<file path="src/rtl/matrix_acc_ctrl.sv">
// matrix_acc_ctrl: operand/accumulator sequencer and row-drain front end for the matrix_mul outer-product unit
`ifndef MATRIX_MUL
`define MATRIX_MUL 4'b0001
`endif
module matrix_acc_ctrl #(
  parameter int CNT_W = 16
) (
  input  logic             clk,
  input  logic             rst,
  input  logic             cmd_valid,
  output logic             cmd_ready,
  input  logic [1:0]       cmd_op,
  input  logic [31:0]      op_A,
  input  logic [31:0]      op_B,
  output logic [3:0]       mul_ctrl_o,
  output logic [31:0]      op_A_o,
  output logic [31:0]      op_B_o,
  output logic [127:0]     M_o,
  input  logic [127:0]     mul_res_i,
  output logic             rd_valid,
  input  logic             rd_ready,
  output logic [31:0]      rd_data,
  output logic [1:0]       rd_idx,
  output logic             busy,
  output logic [CNT_W-1:0] mac_cnt
);
  typedef enum logic [1:0] {IDLE, MAC, DRAIN} state_t;
  localparam logic [1:0] OP_MAC = 2'b00, OP_CLR = 2'b01;
  state_t state, state_nx;
  logic [31:0] m [4];
  logic clr_q, acc, beat, last, zero;
  assign acc  = cmd_valid & (state == IDLE);
  assign beat = (state == DRAIN) & rd_ready;
  assign last = beat & (rd_idx == 2'd3);
  assign zero = (acc & (cmd_op == OP_CLR)) | (last & clr_q);
  always_ff @(posedge clk)
    state <= rst ? IDLE : state_nx;
  always_comb
    state_nx = (state == IDLE && acc) ? (cmd_op == OP_MAC ? MAC : cmd_op == OP_CLR ? IDLE : DRAIN) :
               (state == MAC || last) ? IDLE : state;
  always_comb begin
    cmd_ready  = state == IDLE;
    busy       = state != IDLE;
    rd_valid   = state == DRAIN;
    mul_ctrl_o = state == MAC ? `MATRIX_MUL : 4'b0000;
    rd_data    = m[rd_idx];
  end
  for (genvar i = 0; i < 4; i++) begin : g_tile
    assign M_o[32*i +: 32] = m[i];
  end
  always_ff @(posedge clk) begin
    if (rst) begin
      for (int i = 0; i < 4; i++) m[i] <= '0;
      op_A_o  <= '0;
      op_B_o  <= '0;
      mac_cnt <= '0;
      rd_idx  <= '0;
      clr_q   <= 1'b0;
    end else begin
      if (acc && cmd_op == OP_MAC) begin
        op_A_o <= op_A;
        op_B_o <= op_B;
      end
      if (acc && cmd_op[1]) begin
        rd_idx <= '0;
        clr_q  <= cmd_op[0];
      end
      if (beat) rd_idx <= rd_idx + 2'd1;
      if (state == MAC) begin
        for (int i = 0; i < 4; i++) m[i] <= mul_res_i[32*i +: 32];
        mac_cnt <= mac_cnt + {{(CNT_W-1){1'b0}}, ~&mac_cnt};
      end
      if (zero) begin
        for (int i = 0; i < 4; i++) m[i] <= '0;
        mac_cnt <= '0;
      end
    end
  end
endmodule
</file>
<file path="config.mk">
export PLATFORM = sky130hd
export DESIGN_NAME = matrix_acc_ctrl
export DESIGN_NICKNAME = d
export VERILOG_FILES = /design/src/rtl/matrix_acc_ctrl.sv
export SDC_FILE = /design/constraint.sdc
export NUM_CORES = 1
export LEC_CHECK = 0
export CAP_MARGIN = 40
export CELL_PAD_IN_SITES_DETAIL_PLACEMENT = 0
export CELL_PAD_IN_SITES_GLOBAL_PLACEMENT = 1
export CORE_MARGIN = 8
export CORE_UTILIZATION = 31
export CTS_CLUSTER_DIAMETER = 200
export DETAILED_ROUTE_END_ITERATION = 10
export PLACE_DENSITY = 0.95
export SKIP_CTS_REPAIR_TIMING = 1
export SLEW_MARGIN = 10
export SYNTH_ARGS = -nofsm -noshare
export SYNTH_HDL_FRONTEND = slang
export SYNTH_SLANG_ARGS = --single-unit
</file>
<file path="constraint.sdc">
create_clock -name clk -period 3.5 [get_ports clk]
set_input_delay 0.7 -clock clk [delete_from_list [all_inputs] [get_ports clk]]
set_output_delay 0.7 -clock clk [all_outputs]
set_load 0.01 [all_outputs]
</file>
# Word-level counts from Yosys, hierarchy flattened
# Memory sizes are Yosys's and may differ from the RTL's. A register that Yosys moved wholly into a read port is not among the register bits.
# Index checks and enable logic that the tools add are counted.
[totals] ram_bits=128 memories=1 ff_bits=85
[classes] reduce_logical=12 bitwise=14 n_eq_ne=4 muxes=25 addsub=2
[memory_table] name="m" words=4 width=32 rd=5 rd_clocked_by_memory_dff=1 write_ports=4 line_no="30" text="logic [31:0] m [4];"
[op_table] operator="32-bit two-way mux" n=8
[op_table] operator="16-bit by 1-bit adder with 16-bit output" n=1
[op_table] operator="2-bit two-way mux" n=8
[op_table] operator="16-bit AND reduction" n=1
[op_table] operator="1-bit two-way mux" n=9
[op_table] operator="1-bit bitwise OR" n=9
[op_table] operator="2-bit nonzero test" n=3
[op_table] operator="1-bit AND" n=5
[op_table] operator="2-bit by 1-bit equality test with 1-bit output, second input constant" n=2
[op_table] operator="2-bit equality test, second input constant" n=2
[op_table] operator="2-bit zero test" n=2
[op_table] operator="1-bit logical AND" n=3
[op_table] operator="2-bit by 1-bit adder with 2-bit output, second input constant" n=1
[op_table] operator="2-bit OR reduction" n=1
[op_table] operator="1-bit zero test" n=1
[op_table] operator="1-bit logical OR" n=1

# Longest topological paths before layout
[depth] ltp_word=9 mapped_depth=9 ltp_nobuf=9

# Worst setup path before layout
# OpenSTA, ideal clock, no wires.
[synth_timing] path_type="in2reg" from="input cmd_op[1]" to="memory m[1][0], enable pin" arrival_time_ns=2.073 setup_time_ns=0.387 path_stages=5 slack_ns=1.040 required_ns=3.113 n_path_buf=1 path_cell_list="nor4b_2 a221o_2 nor2_8 buf_8 inv_1"
[synth_lines] item="from (decl)" line_no="12" text="input logic [1:0] cmd_op,"
[synth_lines] item="to (decl)" line_no="30"

==> results.yml <==
floorplanning:
  core-area_um2: 27500
  die_y_um: 182
  rows: 61
  initial_core_util_pct: 31.2
  die-area_um2: 33200
  die_x_um: 182
  ios: 447
clocking:
  cts-buffers-inserted: 26
  h-tree-depth: 1
  clock-sinks: 215
  clock-root-buffer: "clkbuf_16"
  worstSkewPairLatency_ns: 0.52
  cts_tree: "built"
  cts_buffer_depth: 3
  clk_pin_slew_worst_paths_ns: 0.06
drt:
  ant_nets: 0
  first_pass_iters: 4
  highest_layer: "met5"
  drc_errors: 0
  met1_length_um: 12600
  wl_per_cell_um: 21.2
  dr_total_vias: 7627
  via_per_inst: 4.82
  drtIter0Drc: 340
  dr_wl_met3_um: 3460
  wl_um: 33500
  route.met2.wl_um: 16400
place:
  place_area_um2: 13300
  io_buffer_count: 443
  gp_congestion: 0.830
  hpwlAfterDp_um: 24900
timing:
  tightest_slew_ns: 0.697
  hold_violations: 0
  max_freq_mhz: 333
  layout_min_cycle_time_ns: 3.00
  finalSetupViolations: 0
  setup_tns_ns: 0
  slew_headroom_pct: 53.6
  fin_skew_ns: 0.00906
  maxSlewViolCount: 0
  period_share_pct: 85.8
  rsz0062_at_grt: "false"
critical_path:
  crit_fanout: 32
  worstSetupPathType: "reg -> out"
  cp.arrival_ns: 2.30
  cp-end-kind: "primary output"
  required_ns: 2.80
  crit_path_start_kind: "register"
cells_and_area:
  diodes: 0
  layout-drive-gt1-share_pct: 8.90
  syn_to_final_growth_pct: 65.5
  nets: 1418
  num-fill-cells: 2393
  design_area_um2: 14200
  mostFrequentLayoutCells: "clkdlybuf4s50_1 (442), nand2_1 (200), dfxtp_1 (149)"
  final_common_cell: "clkdlybuf4s50_1"
power:
  power_density_nw_per_um2: 435
  max-vdd-ir-drop_v: 0.000383
  p_leak_nw: 5.01
yosys:
  synth_edf_count: 64
  post_synth.cell_area_avg_um2: 10.9
  synth_area_um2: 8560
  syn_inst: 789
  synth.distinct_cells: 42
  ys_warn_count: 0
  synth_flop_cell: "dfxtp_1"
  seq_area_frac_synth_pct: 57.8
  ys_seq_elements: 215
  synth-async-reset-ratio_pct: 0
global_route:
  grt-ovfl-total: 0
  grt_start_max_net_pins: 66
  grt_pass1_wl_um: 49400
  grt_pass1_vias: 7810
  grt_usage_pct: 19.1
  antenna_found_initial: 1
status:
  status: "finished clean"
hold_path:
  hold_class: "reg -> reg"
flow_run:
  cap_violations: 0
[layout make-up]
type | instances | area, um2 | area share [%]
Inverter | 6 | 22.5 | 0.159
Tap cell | 346 | 433 | 3.06
Clock inverter | 14 | 95.1 | 0.671
Timing Repair Buffer | 456 | 4590 | 32.4
Sequential cell | 215 | 4950 | 34.9
Clock buffer | 34 | 786 | 5.55
Multi-Input combinational cell | 511 | 3290 | 23.2
[worst paths after layout]
check,start,end,slack [ns],depth (start not counted)
worst max-delay path,register,rd_data[10],0.50,3
worst max register to register,state[0]$_SDFFE_PP0P_,m[1][10]$_SDFFCE_PP0P_,0.95,5
worst min register to register,op_A_o[26]$_SDFFE_PP0P_,op_A_o[26]$_SDFFE_PP0P_,0.45,2
worst min-delay path,op_A_o[26]$_SDFFE_PP0P_,op_A_o[26]$_SDFFE_PP0P_,0.45,2
[synthesized netlist by cell type, types with 2 or more instances]
cell type / count / area (um2)
buf_6: 5 / 56.3
or3_1: 5 / 31.3
nor2b_1: 2 / 12.5
nand4_1: 5 / 31.3
a22o_1: 33 / 289
and2_1: 66 / 413
edfxtp_1: 64 / 1920
nand2b_1: 2 / 12.5
xnor2_1: 5 / 43.8
nor2_1: 15 / 56.3
nor3_1: 3 / 15.0
nand2_1: 200 / 751
nand3_1: 4 / 20.0
nand3b_1: 2 / 15.0
ha_1: 4 / 50.1
buf_4: 4 / 30.0
o21ai_0: 5 / 25.0
inv_1: 5 / 18.8
a21oi_1: 94 / 470
buf_8: 3 / 45.0
xor2_1: 4 / 35.0
clkbuf_1: 31 / 116
dfxtp_1: 151 / 3020
mux2i_1: 2 / 20.0
a21oi_2: 10 / 87.6
mux4_2: 32 / 721
buf_2: 15 / 75.1
and4_1: 3 / 26.3
and4b_1: 2 / 20.0
[per-layer routing]
metal,track usage (%),vias to the layer above
met5,0,-
met4,6.00,2
met3,7.30,55
met2,33.3,375
met1,21.2,3617
li1,-,3578
[through the flow]
| step | setup slack, ns | instances | hold WS [ns] | util [%] | power, mW |
|---|---|---|---|---|---|
| after global routing | 0.400 | 1582 | 0.466 | 51.6 | 6.37 |
| after CTS | 0.448 | 1582 | 0.453 | 51.6 | 6.23 |
| after detailed placement | 0.525 | 1534 | 0.446 | 48.3 | 3.50 |
| final | 0.496 | 1582 | 0.452 | 51.6 | 6.16 |
| after floorplan | 1.04 | 791 | 0.462 | - | 2.99 |
| after global placement | 0.531 | 1533 | 0.440 | 48.3 | 3.49 |
[state kept, by name, summed over array words and instances, names as in the netlist, named ones only]
signal   flops
mac_cnt     16
rd_idx       2
op_A_o      32
clr_q        1
state        2
m          128
op_B_o      32
[worst max-delay path, cell delays in order (launching register included)]
cell and delay, ns:
dfxtp_2 0.34, buf_12 0.24, mux4_2 0.62, clkdlybuf4s50_1 0.51
[power breakdown]
group	total [mW]	internal, mW	switching, mW	leakage, nW
Sequential	2.72	2.65	0.0608	1.90
Clock	2.71	1.65	1.07	0.435
Combinational	0.728	0.435	0.292	2.68
Total	6.16	4.74	1.42	5.01
[kinds of logic (layout without fill, tap and decap cells)]
| family | Yosys count | count (layout) | synth area share (%) |
|---|---|---|---|
| and+or+nand+nor | 317 | 317 | 17.6 |
| other | 1 | 3 | 0.0438 |
| AOI/OAI and AO/OA | 144 | 144 | 10.4 |
| xor gates and xnor gates | 9 | 9 | 0.921 |
| buffers and inverters | 65 | 510 | 4.08 |
| muxes | 34 | 34 | 8.65 |
| DFF | 215 | 215 | 57.8 |
| adders and majority gates | 4 | 4 | 0.585 |
Note: power is estimated with default switching activity, not from simulation.
